$ cat src/rtl/collision_detector_if.sv
// Per-pixel draw requests in, per-frame collision pulses and credit count out.
// Master drives the pixel/frame stimulus; slave is the detector.
interface collision_detector_if;
    logic        startOfFrame;
    logic        pause;
    logic        drawBall;
    logic        drawFlipper;
    logic        drawObstacle;
    logic        drawSpring;
    logic        drawBumper;
    logic        drawFrame;
    logic        drawCredit;
    logic [3:0]  hitEdgeCode;
    logic        collisionBallFlipper;
    logic        collisionBallObstacle;
    logic        collisionBallSpring;
    logic        collisionBallBumper;
    logic        collisionBallFrame;
    logic        collisionBallCredit;
    logic [3:0]  collisionEdge;
    logic [15:0] creditCount;

    modport master (
        output startOfFrame, pause, drawBall, drawFlipper, drawObstacle, drawSpring,
               drawBumper, drawFrame, drawCredit, hitEdgeCode,
        input  collisionBallFlipper, collisionBallObstacle, collisionBallSpring,
               collisionBallBumper, collisionBallFrame, collisionBallCredit,
               collisionEdge, creditCount
    );

    modport slave (
        input  startOfFrame, pause, drawBall, drawFlipper, drawObstacle, drawSpring,
               drawBumper, drawFrame, drawCredit, hitEdgeCode,
        output collisionBallFlipper, collisionBallObstacle, collisionBallSpring,
               collisionBallBumper, collisionBallFrame, collisionBallCredit,
               collisionEdge, creditCount
    );
endinterface

$ cat src/rtl/collision_detector.sv
// Accumulates ball/object overlaps over a frame and reports them as one-clk
// pulses right after the frame boundary, with per-type cooldown masking.
module collision_detector #(
    parameter int          COOLDOWN_FRAMES = 3,
    parameter logic [15:0] CREDIT_MAX      = 16'hFFFF
) (
    input  logic                 clk,
    input  logic                 reset,
    collision_detector_if.slave  bus
);
    localparam int NT   = 6;
    localparam int NE   = 5;   // edge-carrying types occupy the low indices
    localparam int FLIP = 0;
    localparam int OBST = 1;
    localparam int SPRG = 2;
    localparam int BUMP = 3;
    localparam int FRAM = 4;
    localparam int CRED = 5;

    localparam logic [3:0] COOLDOWN_LOAD = 4'(COOLDOWN_FRAMES);

    logic [NT-1:0] overlap;
    logic [NT-1:0] hit;
    logic [NT-1:0] fire;
    logic [NT-1:0] pulse;
    logic [3:0]    edgeAcc [NE];
    logic [3:0]    cooldown [NT];
    logic [3:0]    edgeQ;
    logic [3:0]    selEdge;
    logic [15:0]   creditQ;

    always_comb begin
        overlap = {bus.drawCredit, bus.drawFrame, bus.drawBumper,
                   bus.drawSpring, bus.drawObstacle, bus.drawFlipper} & {NT{bus.drawBall}};
    end

    // A type fires only at the frame boundary, using the hit flag as it stood
    // before this cycle; the boundary cycle's own overlap belongs to the new frame.
    always_comb begin
        fire = '0;
        for (int t = 0; t < NT; t++) begin
            fire[t] = bus.startOfFrame & ~bus.pause & hit[t] & (cooldown[t] == 4'd0);
        end
    end

    // Later assignments win: Frame > Flipper > Bumper > Spring > Obstacle.
    always_comb begin
        selEdge = edgeQ;
        if (fire[OBST]) selEdge = edgeAcc[OBST];
        if (fire[SPRG]) selEdge = edgeAcc[SPRG];
        if (fire[BUMP]) selEdge = edgeAcc[BUMP];
        if (fire[FLIP]) selEdge = edgeAcc[FLIP];
        if (fire[FRAM]) selEdge = edgeAcc[FRAM];
    end

    always_ff @(posedge clk or posedge reset) begin
        if (reset) begin
            hit     <= '0;
            pulse   <= '0;
            edgeQ   <= 4'h0;
            creditQ <= 16'h0000;
            for (int t = 0; t < NE; t++) edgeAcc[t] <= 4'h0;
            for (int t = 0; t < NT; t++) cooldown[t] <= 4'd0;
        end else begin
            pulse <= fire;
            edgeQ <= selEdge;
            if (fire[CRED] && creditQ != CREDIT_MAX) creditQ <= creditQ + 16'd1;
            for (int t = 0; t < NT; t++) begin
                if (bus.startOfFrame) hit[t] <= overlap[t];
                else                  hit[t] <= hit[t] | overlap[t];
                if (fire[t])
                    cooldown[t] <= COOLDOWN_LOAD;
                else if (bus.startOfFrame && !bus.pause && cooldown[t] != 4'd0)
                    cooldown[t] <= cooldown[t] - 4'd1;
            end
            for (int t = 0; t < NE; t++) begin
                if (bus.startOfFrame)
                    edgeAcc[t] <= overlap[t] ? bus.hitEdgeCode : 4'h0;
                else if (overlap[t])
                    edgeAcc[t] <= edgeAcc[t] | bus.hitEdgeCode;
            end
        end
    end

    assign bus.collisionBallFlipper  = pulse[FLIP];
    assign bus.collisionBallObstacle = pulse[OBST];
    assign bus.collisionBallSpring   = pulse[SPRG];
    assign bus.collisionBallBumper   = pulse[BUMP];
    assign bus.collisionBallFrame    = pulse[FRAM];
    assign bus.collisionBallCredit   = pulse[CRED];
    assign bus.collisionEdge         = edgeQ;
    assign bus.creditCount           = creditQ;
endmodule

$ cat src/flat_wrapper.sv
// flat-port wrapper written by rule: the top's interface ports become plain ports
module collision_detector_flat 
#(
    parameter int          COOLDOWN_FRAMES = 3,
    parameter logic [15:0] CREDIT_MAX      = 16'hFFFF
)
  (clk, reset, bus_startOfFrame, bus_pause, bus_drawBall, bus_drawFlipper, bus_drawObstacle, bus_drawSpring, bus_drawBumper, bus_drawFrame, bus_drawCredit, bus_hitEdgeCode, bus_collisionBallFlipper, bus_collisionBallObstacle, bus_collisionBallSpring, bus_collisionBallBumper, bus_collisionBallFrame, bus_collisionBallCredit, bus_collisionEdge, bus_creditCount);
  collision_detector_if bus_i ();
  input  logic clk;
  input  logic reset;
  input wire logic [$bits(bus_i.startOfFrame)-1:0] bus_startOfFrame;
  input wire logic [$bits(bus_i.pause)-1:0] bus_pause;
  input wire logic [$bits(bus_i.drawBall)-1:0] bus_drawBall;
  input wire logic [$bits(bus_i.drawFlipper)-1:0] bus_drawFlipper;
  input wire logic [$bits(bus_i.drawObstacle)-1:0] bus_drawObstacle;
  input wire logic [$bits(bus_i.drawSpring)-1:0] bus_drawSpring;
  input wire logic [$bits(bus_i.drawBumper)-1:0] bus_drawBumper;
  input wire logic [$bits(bus_i.drawFrame)-1:0] bus_drawFrame;
  input wire logic [$bits(bus_i.drawCredit)-1:0] bus_drawCredit;
  input wire logic [$bits(bus_i.hitEdgeCode)-1:0] bus_hitEdgeCode;
  output wire logic [$bits(bus_i.collisionBallFlipper)-1:0] bus_collisionBallFlipper;
  output wire logic [$bits(bus_i.collisionBallObstacle)-1:0] bus_collisionBallObstacle;
  output wire logic [$bits(bus_i.collisionBallSpring)-1:0] bus_collisionBallSpring;
  output wire logic [$bits(bus_i.collisionBallBumper)-1:0] bus_collisionBallBumper;
  output wire logic [$bits(bus_i.collisionBallFrame)-1:0] bus_collisionBallFrame;
  output wire logic [$bits(bus_i.collisionBallCredit)-1:0] bus_collisionBallCredit;
  output wire logic [$bits(bus_i.collisionEdge)-1:0] bus_collisionEdge;
  output wire logic [$bits(bus_i.creditCount)-1:0] bus_creditCount;
  assign bus_i.startOfFrame = bus_startOfFrame;
  assign bus_i.pause = bus_pause;
  assign bus_i.drawBall = bus_drawBall;
  assign bus_i.drawFlipper = bus_drawFlipper;
  assign bus_i.drawObstacle = bus_drawObstacle;
  assign bus_i.drawSpring = bus_drawSpring;
  assign bus_i.drawBumper = bus_drawBumper;
  assign bus_i.drawFrame = bus_drawFrame;
  assign bus_i.drawCredit = bus_drawCredit;
  assign bus_i.hitEdgeCode = bus_hitEdgeCode;
  assign bus_collisionBallFlipper = bus_i.collisionBallFlipper;
  assign bus_collisionBallObstacle = bus_i.collisionBallObstacle;
  assign bus_collisionBallSpring = bus_i.collisionBallSpring;
  assign bus_collisionBallBumper = bus_i.collisionBallBumper;
  assign bus_collisionBallFrame = bus_i.collisionBallFrame;
  assign bus_collisionBallCredit = bus_i.collisionBallCredit;
  assign bus_collisionEdge = bus_i.collisionEdge;
  assign bus_creditCount = bus_i.creditCount;
  collision_detector #(.COOLDOWN_FRAMES(COOLDOWN_FRAMES), .CREDIT_MAX(CREDIT_MAX)) u_core (.clk(clk), .reset(reset), .bus(bus_i));
endmodule
$ cat config.mk
export PLATFORM = sky130hd
export DESIGN_NAME = collision_detector_flat
export DESIGN_NICKNAME = d
export VERILOG_FILES = /design/src/rtl/collision_detector_if.sv /design/src/rtl/collision_detector.sv /design/src/flat_wrapper.sv
export SDC_FILE = /design/constraint.sdc
export NUM_CORES = 1
export LEC_CHECK = 0
export BUFFER_PORTS_ARGS = -buffer_cell sky130_fd_sc_hd__buf_4
export CORE_MARGIN = 2
export CORE_UTILIZATION = 50
export CTS_BUF_LIST = sky130_fd_sc_hd__clkbuf_4
export CTS_CLUSTER_SIZE = 8
export DETAILED_ROUTE_END_ITERATION = 8
export GPL_TIMING_DRIVEN = 0
export PLACE_DENSITY = 0.7
export SLEW_MARGIN = 20
export SYNTH_ARGS = -nofsm -noshare
export SYNTH_HDL_FRONTEND = slang
export SYNTH_SLANG_ARGS = --single-unit
$ cat constraint.sdc
create_clock -name clk -period 5.8 [get_ports clk]
set_clock_uncertainty 0.2 [all_clocks]
set_input_delay 0.58 -clock clk [delete_from_list [all_inputs] [get_ports clk]]
set_output_delay 0.58 -clock clk [all_outputs]
set_load 0.02 [all_outputs]
# Word-level counts from Yosys, hierarchy flattened
# Index checks and enable logic that the tools add are counted.
[totals]
latch_bits = 0
input_bits = 15
wordCells = 120
memories = 0
rom_bits = 0
regBits = 76
ram_bits = 0
output_inout_bits = 26
[classes]
eq_ne = 1
mul = 0
add_sub_neg = 7
shift = 0
n_bitwise = 26
muxes = 38
reduce_logical = 33
order_cmp = 0
n_div = 0
[ops]
columns = ["op", "count"]
rows = [
  ["2-to-1 mux 4 bit", 32],
  ["logical NOT 4 bit", 6],
  ["nonzero test 4 bit", 6],
  ["subtractor 4 x 1 -> 4 bit, second input constant", 6],
  ["nonzero test 2 bit", 11],
  ["OR 4 bit", 5],
  ["adder 16 x 1 -> 16 bit, second input constant", 1],
  ["inequality test 16 bit, second input constant", 1],
  ["AND 1 bit", 13],
  ["logical AND 1 bit", 8],
  ["AND 6 bit", 1],
  ["2-to-1 mux 1 bit", 6],
  ["OR 1 bit", 6],
  ["nonzero test 5 bit", 1],
  ["logical NOT 1 bit", 1],
  ["NOT 1 bit", 1],
]

# Depth between registers and ports, before layout
# Gate-level depths: netlist (run 1).
[logic_depth]
depth_word = 9
depth_mapped = 8
ltp_nobuf = 8

# Worst setup path before layout (run 1)
# Ideal clock, no wire load.
[synth_timing]
path_kind = "reg2reg"
startpoint = "reg u_core.creditQ[0], in the netlist u_core.bus.creditCount[0]"
endpoint = "reg u_core.creditQ[1], in the netlist u_core.bus.creditCount[1]"
stages_incl_launch_ff = 7
arrival_time_ns = 1.946
period_less_slack_ns = 2.271
setup_ns = 0.125
required_ns = 5.475
slack_ns = 3.529
path_buffers = 0
cell_sequence = "dfrtp_1 > ha_1 > nand3_1 > or2_2 > or3_1 > and2_1 > mux2_2"
[synth_between]
elab_chain_len = 2
elab_cells_between_ends = 3
classes_between = "add/sub: 1; eq/ne: 1; reduce/logical: 1"
[synth_rtl]
columns = ["item", "line_no", "source"]
rows = [
  ["start, declared", "collision_detector.sv:30", "logic [15:0] creditQ;"],
  ["start signal, assigned", "collision_detector.sv:67", "if (fire[CRED] && creditQ != CREDIT_MAX) creditQ <= creditQ + 16'd1;"],
  ["parallel branches: the longest is 2 deep, another holds adder 16 x 1 -> 16 bit", "-", ""],
]
# Several ways; the timed one is not identified.
# A chain may end at the register's enable or synchronous reset.

# Worst setup path after layout (run 1)
[layout_timing]
startpoint = "reg u_core.cooldown[8] (netlist bit)"
endpoint = "reg u_core.edgeQ[1], in the netlist u_core.bus.collisionEdge[1]"
[layout_between]
elab_chain_len = 5
elab_cells_between_ends = 6
classes_between = "mux: 3; bitwise: 1; reduce/logical: 2"
[layout_rtl]
columns = ["item", "line_no", "source"]
rows = [
  ["start, declared", "collision_detector.sv:27", "logic [3:0] cooldown [NT];"],
  ["start signal, assigned by index", "collision_detector.sv:74", "cooldown[t] <= cooldown[t] - 4'd1;"],
  ["logical NOT 4 bit (*)", "collision_detector.sv:42", "fire[t] = bus.startOfFrame & ~bus.pause & hit[t] & (cooldown[t] == 4'd0);"],
  ["AND 1 bit (*)", "collision_detector.sv:42", ""],
  ["named net u_core.fire[3]", "collision_detector.sv:24", "logic [NT-1:0] fire;"],
  ["2-to-1 mux 4 bit", "collision_detector.sv:51", "if (fire[BUMP]) selEdge = edgeAcc[BUMP];"],
  ["2-to-1 mux 4 bit", "collision_detector.sv:52", "if (fire[FLIP]) selEdge = edgeAcc[FLIP];"],
  ["2-to-1 mux 4 bit", "collision_detector.sv:53", "if (fire[FRAM]) selEdge = edgeAcc[FRAM];"],
  ["end signal, assigned", "collision_detector.sv:66", "edgeQ <= selEdge;"],
  ["end, declared", "collision_detector.sv:28", "logic [3:0] edgeQ;"],
]
# The timed path passes the listed nets; every way through them passes the cells marked *.

==> qor.yml, run 1 <==
die_h_um: 88.3
dp.cells: 495
dp_hpwl_mm: 5.27
vias_per_cell: 5.28
finalPower_mw: 1.40
holdPathEnd: "u_core.hit[5]$_DFF_PP0_"
worstMarginPinSlew_ps: 639
fin_cells: 512
status: "finished clean"
die_w_um: 88.3
postSynth.asyncResetShare: 1.00
critPathKind: "reg -> reg"
ys_warn_count: 0
place_ws_ps: 3190
regArea_um2: 1900
grt_setup_unrepaired: "false"
clk_pin_slew_ps: 120
hold_depth: 3
cts_buffer_depth: 2
fin_crit_sh: 0.429
finalSetupTns_ps: 0
first_global_vias: 2481
startpoint: "u_core.cooldown[8]$_DFFE_PP0P_"
diodes: 0
coreArea_um2: 6830
hold_viol: 0
critPathRequiredTime_ps: 5940
cts_resized: 0
syn_area_per_cell_um2: 9.87
fmax_mhz: 402
cts_root_buffer: "clkbuf_4"
place_congestion: 0.809
leakage_nw: 1.98
grt_max_degree: 47
r2r_cells: 8
ios: 41
final_cell_mix: "dfrtp_1, o21ai_0, inv_1, buf_4"
final.setup.worst_slack_ps: 3310
critPathLaunchType: "flop"
ctsHoldBuffers: 1
crit_chain: "inv_1, ha_1, or3b_1, or3_4, clkinv_4, a221oi_1, o31a_1, o31ai_2"
antenna_found_initial: 0
path_depth: 8
die_area_um2: 7790
maxSlewViolCount: 0
finalCriticalPeriod_ps: 2490
cts_inserted_buffers: 9
maxCapViolCount: 0
synth_nets: 382
dr.pass1.iters: 4
hold_ws_ps: 185
drc: 0
crit_path_end_kind: "flop"
numClockSinks: 76
min-delay-start: "bus_drawCredit"
clock_latency_ps: 430
wl_per_cell_um: 14.2
layout.cells.most_common: "dfrtp_1"
regToRegStartpoint: "u_core.cooldown[8]$_DFFE_PP0P_"
critPathMaxStageDelay_ps: 420
layout.nets: 433
multi_input_area_um2: 1440
cp_max_fo: 7
vias: 2703
synth_ff_type: "dfrtp_1"
hold_path.class: "in -> reg"
ys_seq_area_frac: 0.535
place_area_um2: 3990
p_per_area_nw_per_um2: 340
cp.arrival_ps: 2630
setup_viol: 0
grt.overflow.total: 0
max_slew_margin: 0.571
post-cts-setup-buffers: 0
layout-drive-gt1-share: 0.180
fin_util: 0.601
ant_nets: 0
grt_usage: 0.206
postSynthCellCount: 360
final_area_um2: 4110
row_count: 30
ir_worst_vdd_mv: 0.194
synth_cell_type_count: 45
r2r_setup_slack_ps: 3310
portBuffers: 38
grt_pass1_wl_mm: 12.3
initial_core_util: 0.520
cts_max_level: 3
slowest_stage: "dfrtp_1"
synth-edff-count: 0
cts_tree: "yes"
path_buf_inv: 2
syn_area_um2: 3550
ys_ff_latch: 76
crit_family: "simple AND/OR/NAND/NOR gates"
fill_cells: 598
wl_mm: 7.28
rr_endpoint: "u_core.bus.collisionEdge[1]$_DFFE_PP0P_"
area_growth_pct: 15.7
drt-initial-drc-count: 79
## routing by layer
metal  global-route usage  wire length [um]  up-vias
met4               0.0840               125        0
met3               0.0373               370       12
li1                     -                 -     1333
met2                0.306              3310       59
met5                    0                 0        -
met1                0.301              3470     1299
## synth_stat cells, types with 6 or more instances
library cell,instances,area [um^2]
nand3_1,34,170
ha_1,7,87.6
dfrtp_1,76,1900
xor2_1,10,87.6
xnor2_1,9,78.8
nand2_1,34,128
nor2_1,12,45.0
nor3_1,10,50.1
o21ai_0,49,245
clkbuf_1,7,26.3
a21oi_1,6,30.0
inv_1,42,158
## worst reg2reg max path, cell delays in order, from the launching register on
cell      delay [ps]
dfrtp_1          420
inv_1             90
ha_1             190
or3b_1           390
or3_4            390
clkinv_4         110
a221oi_1          70
o31a_1           330
o31ai_2          220
## sequential cells by signal, indices dropped and copies added (netlist names)
signal	count
u_core.cooldown	24
u_core.edgeAcc	20
u_core.bus.creditCount	16
u_core.hit	6
u_core.pulse	6
u_core.bus.collisionEdge	4
## power breakdown
group          internal [mW]  switching (mW)  total (mW)  leakage, nW
Combinational          0.171           0.212       0.384        0.938
Clock                 0.0950           0.183       0.278       0.0603
Sequential             0.642          0.0914       0.734        0.984
## logic make-up (layout without fill, tap and decap cells)
logic type / count (synthesis) / count (layout) / share of synthesized area
DFF: 76 / 76 / 0.535
adders and majority gates: 7 / 7 / 0.0247
muxes: 2 / 2 / 0.00599
AOI/OAI and AO/OA: 71 / 71 / 0.121
and+or+nand+nor: 132 / 132 / 0.207
buffers and inverters: 53 / 109 / 0.0585
xor gates and xnor gates: 19 / 19 / 0.0468
## layout make-up
class | count | area share
clock inverters | 5 | 0.00700
inverters | 43 | 0.0411
flip-flops and latches | 76 | 0.463
multi-input cells | 231 | 0.351
well taps | 96 | 0.0292
plain buffers | 10 | 0.0100
repair buffers | 40 | 0.0786
clock buffers | 11 | 0.0201
## how the worst max path moves through the flow
stage | endpoint | slack (ps)
after floorplan | u_core.bus.collisionEdge[0]$_DFFE_PP0P_ | 3080
after global placement | u_core.cooldown[10]$_DFFE_PP0P_ | 2160
after detailed placement | u_core.bus.creditCount[1]$_DFFE_PP0P_ | 3190
after CTS | u_core.bus.collisionEdge[0]$_DFFE_PP0P_ | 3320
after global routing | u_core.bus.collisionEdge[2]$_DFFE_PP0P_ | 3140
final | u_core.bus.collisionEdge[1]$_DFFE_PP0P_ | 3310
Power figures use the tool's default switching activity.
==> run 2, diff against run 1 <==
- PLACE_DENSITY: 0.7 -> 0.73
- clock period: 5.8 -> 2.24 ns (I/O delays scaled with it)
==> qor.yml, run 2 (synthesis gave the netlist of run 1 again) <==
cp_max_fo: 6
cp.arrival_ps: 2420
area_growth_pct: 26.2
crit_path_end_kind: "flop"
fill_cells: 548
cts_max_level: 3
initial_core_util: 0.520
critPathMaxStageDelay_ps: 420
hold_viol: 0
antenna_found_initial: 0
p_per_area_nw_per_um2: 861
ant_nets: 0
first_global_vias: 2824
vias_per_cell: 5.38
critPathRequiredTime_ps: 2380
largest_register_ffs: 24
cts_inserted_buffers: 9
grt_setup_unrepaired: "true"
dr.pass1.iters: 4
final_cell_mix: "dfrtp_1, buf_4, o21ai_0, inv_1, nand2_1"
place_congestion: 0.834
grt_pass1_wl_mm: 13.1
layout.nets: 459
violations: "setup timing"
drt-initial-drc-count: 181
grt_usage: 0.220
clk_pin_slew_ps: 130
row_count: 30
fmax_mhz: 438
cts_buffer_depth: 2
cts_tree: "yes"
cts_root_buffer: "clkbuf_4"
grt_max_degree: 35
wl_per_cell_um: 14.8
wl_mm: 7.98
setup_viol: 4
die_area_um2: 7790
portBuffers: 38
leakage_nw: 2.10
critPathLaunchType: "flop"
maxSlewViolCount: 0
vias: 2897
hold_path.class: "in -> reg"
final_area_um2: 4480
die_w_um: 88.3
dp_hpwl_mm: 5.41
drc: 0
layout-drive-gt1-share: 0.256
place_ws_ps: -249
ios: 41
crit_family: "simple AND/OR/NAND/NOR gates"
die_h_um: 88.3
diodes: 0
fin_crit_sh: 1.02
slowest_stage: "dfrtp_1"
grt.overflow.total: 0
crit_chain: "inv_2, ha_4, or3b_4, or3_4, inv_8, a221oi_2, o31a_1, o31ai_2"
max_slew_margin: 0.592
final.setup.worst_slack_ps: -43.2
fin_util: 0.656
place_area_um2: 4010
regMostFlops: "u_core.cooldown"
clock_latency_ps: 420
finalPower_mw: 3.86
coreArea_um2: 6830
ir_worst_vdd_mv: 0.422
numClockSinks: 76
critPathKind: "reg -> reg"
maxCapViolCount: 0
finalCriticalPeriod_ps: 2280
status: "complete, but fails checks"
layout.cells.most_common: "dfrtp_1"
path_buf_inv: 2
worstMarginPinSlew_ps: 612
run 2: area by class of cell:
| class | instances | area [um^2] | share of cell area |
|---|---|---|---|
| plain buffers | 10 | 41.3 | 0.00921 |
| flip-flops and latches | 76 | 1910 | 0.425 |
| multi-input cells | 231 | 1560 | 0.348 |
| clock inverters | 6 | 41.3 | 0.00921 |
| clock buffers | 10 | 75.1 | 0.0167 |
| well taps | 96 | 120 | 0.0268 |
| inverters | 43 | 175 | 0.0391 |
| repair buffers | 66 | 566 | 0.126 |
run 2: final timing paths:
kind / startpoint / to / slack, ps / cells after the start
worst max-delay path: u_core.cooldown[8]$_DFFE_PP0P_ / u_core.bus.collisionEdge[3]$_DFFE_PP0P_ / -40 / 8
worst min-delay path: bus_pause / u_core.pulse[4]$_DFF_PP0_ / 40 / 4
worst max register to register: u_core.cooldown[8]$_DFFE_PP0P_ / u_core.bus.collisionEdge[3]$_DFFE_PP0P_ / -40 / 8
worst min register to register: u_core.bus.creditCount[14]$_DFFE_PP0P_ / u_core.bus.creditCount[14]$_DFFE_PP0P_ / 300 / 1
max in group asynchronous: reset / u_core.bus.creditCount[4]$_DFFE_PP0P_ / 1080 / 4
min in group asynchronous: reset / u_core.bus.collisionEdge[2]$_DFFE_PP0P_ / 210 / 3
run 2: power by group:
group,switching (mW),internal (mW)
clock network,0.478,0.238
registers,0.254,1.67
logic,0.640,0.585
total,1.37,2.49
run 2: repair_timing:
item                       4_1_cts  5_1_grt
setup buffers                    5        6
gates cloned                     0        0
hold buffers                    15        0
setup endpoints to repair       13       14
pin swaps                       13        6
resized for setup               14       17
hold endpoints to repair        62        0
run 2: stage by stage:
step           TNS, ps  hold WS [ps]  cells
6_report          -107          41.6    538
5_1_grt           -647          27.8    538
4_1_cts           -268          35.3    532
3_5_place_dp     -1390           116    496
3_3_place_gp     -1050           274    494
2_1_floorplan    -25.7           145    360
run 2: per-layer routing:
layer / GRT usage / routed length [um] / up-vias
met2: 0.365 / 4000 / 77
met3: 0.0513 / 345 / 8
met1: 0.287 / 3560 / 1414
met5: 0 / 0 / -
met4: 0.0702 / 70 / 0
li1: - / - / 1398
run 2: worst min-delay path: stages:
cell	delay, ps
buf_4	90
nor2b_1	70
nand3_2	160
inv_4	90
==> run 3, diff against run 2 <==
- CTS_CLUSTER_DIAMETER: unset -> 80
- PLACE_DENSITY: 0.73 -> 0.71
==> qor.yml, run 3 (synthesis gave the netlist of run 1 again) <==
cp_max_fo: 6
first_global_vias: 2681
final.setup.worst_slack_ps: -22.1
critPathMaxStageDelay_ps: 410
grt.overflow.total: 0
coreArea_um2: 6830
clk_pin_slew_ps: 130
layout.cells.most_common: "dfrtp_1"
place_congestion: 0.830
fin_util: 0.664
row_count: 30
die_w_um: 88.3
layout.nets: 462
status: "complete, but fails checks"
numClockSinks: 76
cts_root_buffer: "clkbuf_4"
finalCriticalPeriod_ps: 2260
grt_setup_unrepaired: "true"
highest_layer: "met4"
maxSlewViolCount: 0
route.met2.wl_mm: 3.79
fmax_mhz: 442
grt_pass1_wl_mm: 12.7
wl_per_cell_um: 14.8
die_area_um2: 7790
antenna_found_initial: 0
drt-initial-drc-count: 190
maxCapViolCount: 0
critPathLaunchType: "flop"
portBuffers: 38
initial_core_util: 0.520
hold_path.class: "in -> reg"
largest_register_ffs: 24
fin_cells: 541
met1_length_mm: 3.73
ant_nets: 0
cts_max_level: 3
die_h_um: 88.3
vias_per_cell: 5.43
dr.pass1.iters: 5
dp.cells: 496
setup_viol: 1
area_growth_pct: 27.7
wl_mm: 8.02
place_ws_ps: -243
critPathRequiredTime_ps: 2390
clock_latency_ps: 430
slowest_stage: "dfrtp_1"
critPathKind: "reg -> reg"
layout-drive-gt1-share: 0.247
dp_hpwl_mm: 5.34
worstMarginPinSlew_ps: 594
cts_buffer_depth: 2
fin_crit_sh: 1.01
leakage_nw: 2.15
cts_inserted_buffers: 9
drc: 0
hold_viol: 0
p_per_area_nw_per_um2: 897
dr_wl_met3_um: 379
grt_max_degree: 31
crit_chain: "inv_2, ha_4, or3b_4, or3_4, clkinv_8, a221oi_2, o31a_1, o31ai_2"
grt_usage: 0.212
crit_path_end_kind: "flop"
vias: 2936
ios: 41
cts_tree: "yes"
violations: "setup timing"
final_cell_mix: "dfrtp_1, buf_4, o21ai_0, inv_1, nand2_1"
regMostFlops: "u_core.cooldown"
cp.arrival_ps: 2410
hold_ws_ps: 32.4
diodes: 0
ir_worst_vdd_mv: 0.535
max_slew_margin: 0.604
==> run 3: worst max-delay path: cells and delay by family (launching register included) <==
family                   cells  cell delay (ps)
AND/OR/NAND/NOR              2              750
adder cells (fa/ha/maj)      1              130
buffers and inverters        2              160
flip-flops                   1              410
AO/OA/AOI/OAI                3              540
==> run 3: cell type report <==
class / instances / area, um^2
Clock buffer: 9 / 67.6
Timing Repair Buffer: 70 / 593
Multi-Input combinational cell: 231 / 1540
Fill cell: 554 / 2300
Buffer: 9 / 37.5
Inverter: 43 / 178
Sequential cell: 76 / 1900
Clock inverter: 7 / 91.3
Tap cell: 96 / 120
==> run 3: where the power goes <==
group / leakage (nW) / switching (mW) / total [mW] / internal, mW
Clock: 0.0873 / 0.496 / 0.945 / 0.449
Combinational: 1.08 / 0.617 / 1.20 / 0.582
Sequential: 0.981 / 0.259 / 1.92 / 1.67
Total: 2.15 / 1.37 / 4.07 / 2.70
==> run 3: per-stage QoR <==
stage,setup TNS [ps],total power [mW],instance area (um^2)
final,-22.1,4.07,4540
after global routing,-344,4.34,4540
after global placement,-1010,2.86,3970
after floorplan,-25.7,2.61,3560
after detailed placement,-1360,2.92,4010
after CTS,-267,3.99,4430
==> run 3: worst paths after layout <==
path / cells past startpoint / startpoint / slack, ps / to
worst max-delay path: 8 / u_core.cooldown[9]$_DFFE_PP0P_ / -20 / u_core.bus.collisionEdge[3]$_DFFE_PP0P_
worst min-delay path: 4 / bus_pause / 30 / u_core.pulse[4]$_DFF_PP0_
worst max register to register: 8 / u_core.cooldown[9]$_DFFE_PP0P_ / -20 / u_core.bus.collisionEdge[3]$_DFFE_PP0P_
worst min register to register: 1 / u_core.bus.creditCount[14]$_DFFE_PP0P_ / 290 / u_core.bus.creditCount[14]$_DFFE_PP0P_
max in group asynchronous: 5 / reset / 980 / u_core.cooldown[1]$_DFFE_PP0P_
min in group asynchronous: 3 / reset / 150 / u_core.pulse[5]$_DFF_PP0_
==> run 3: timing repair <==
action                                  in CTS  in global routing
endpoints found under the setup margin      12                 14
pin swaps                                   10                 10
gates resized for setup                     11                 14
hold endpoints to repair                    72                  0
hold buffers                                17                  0
setup buffers                                7                  6
==> run 3: per-layer routing <==
layer	track usage	vias up
met5	0	-
met4	0.0826	0
met3	0.0336	13
met2	0.323	88
met1	0.307	1436
li1	-	1399
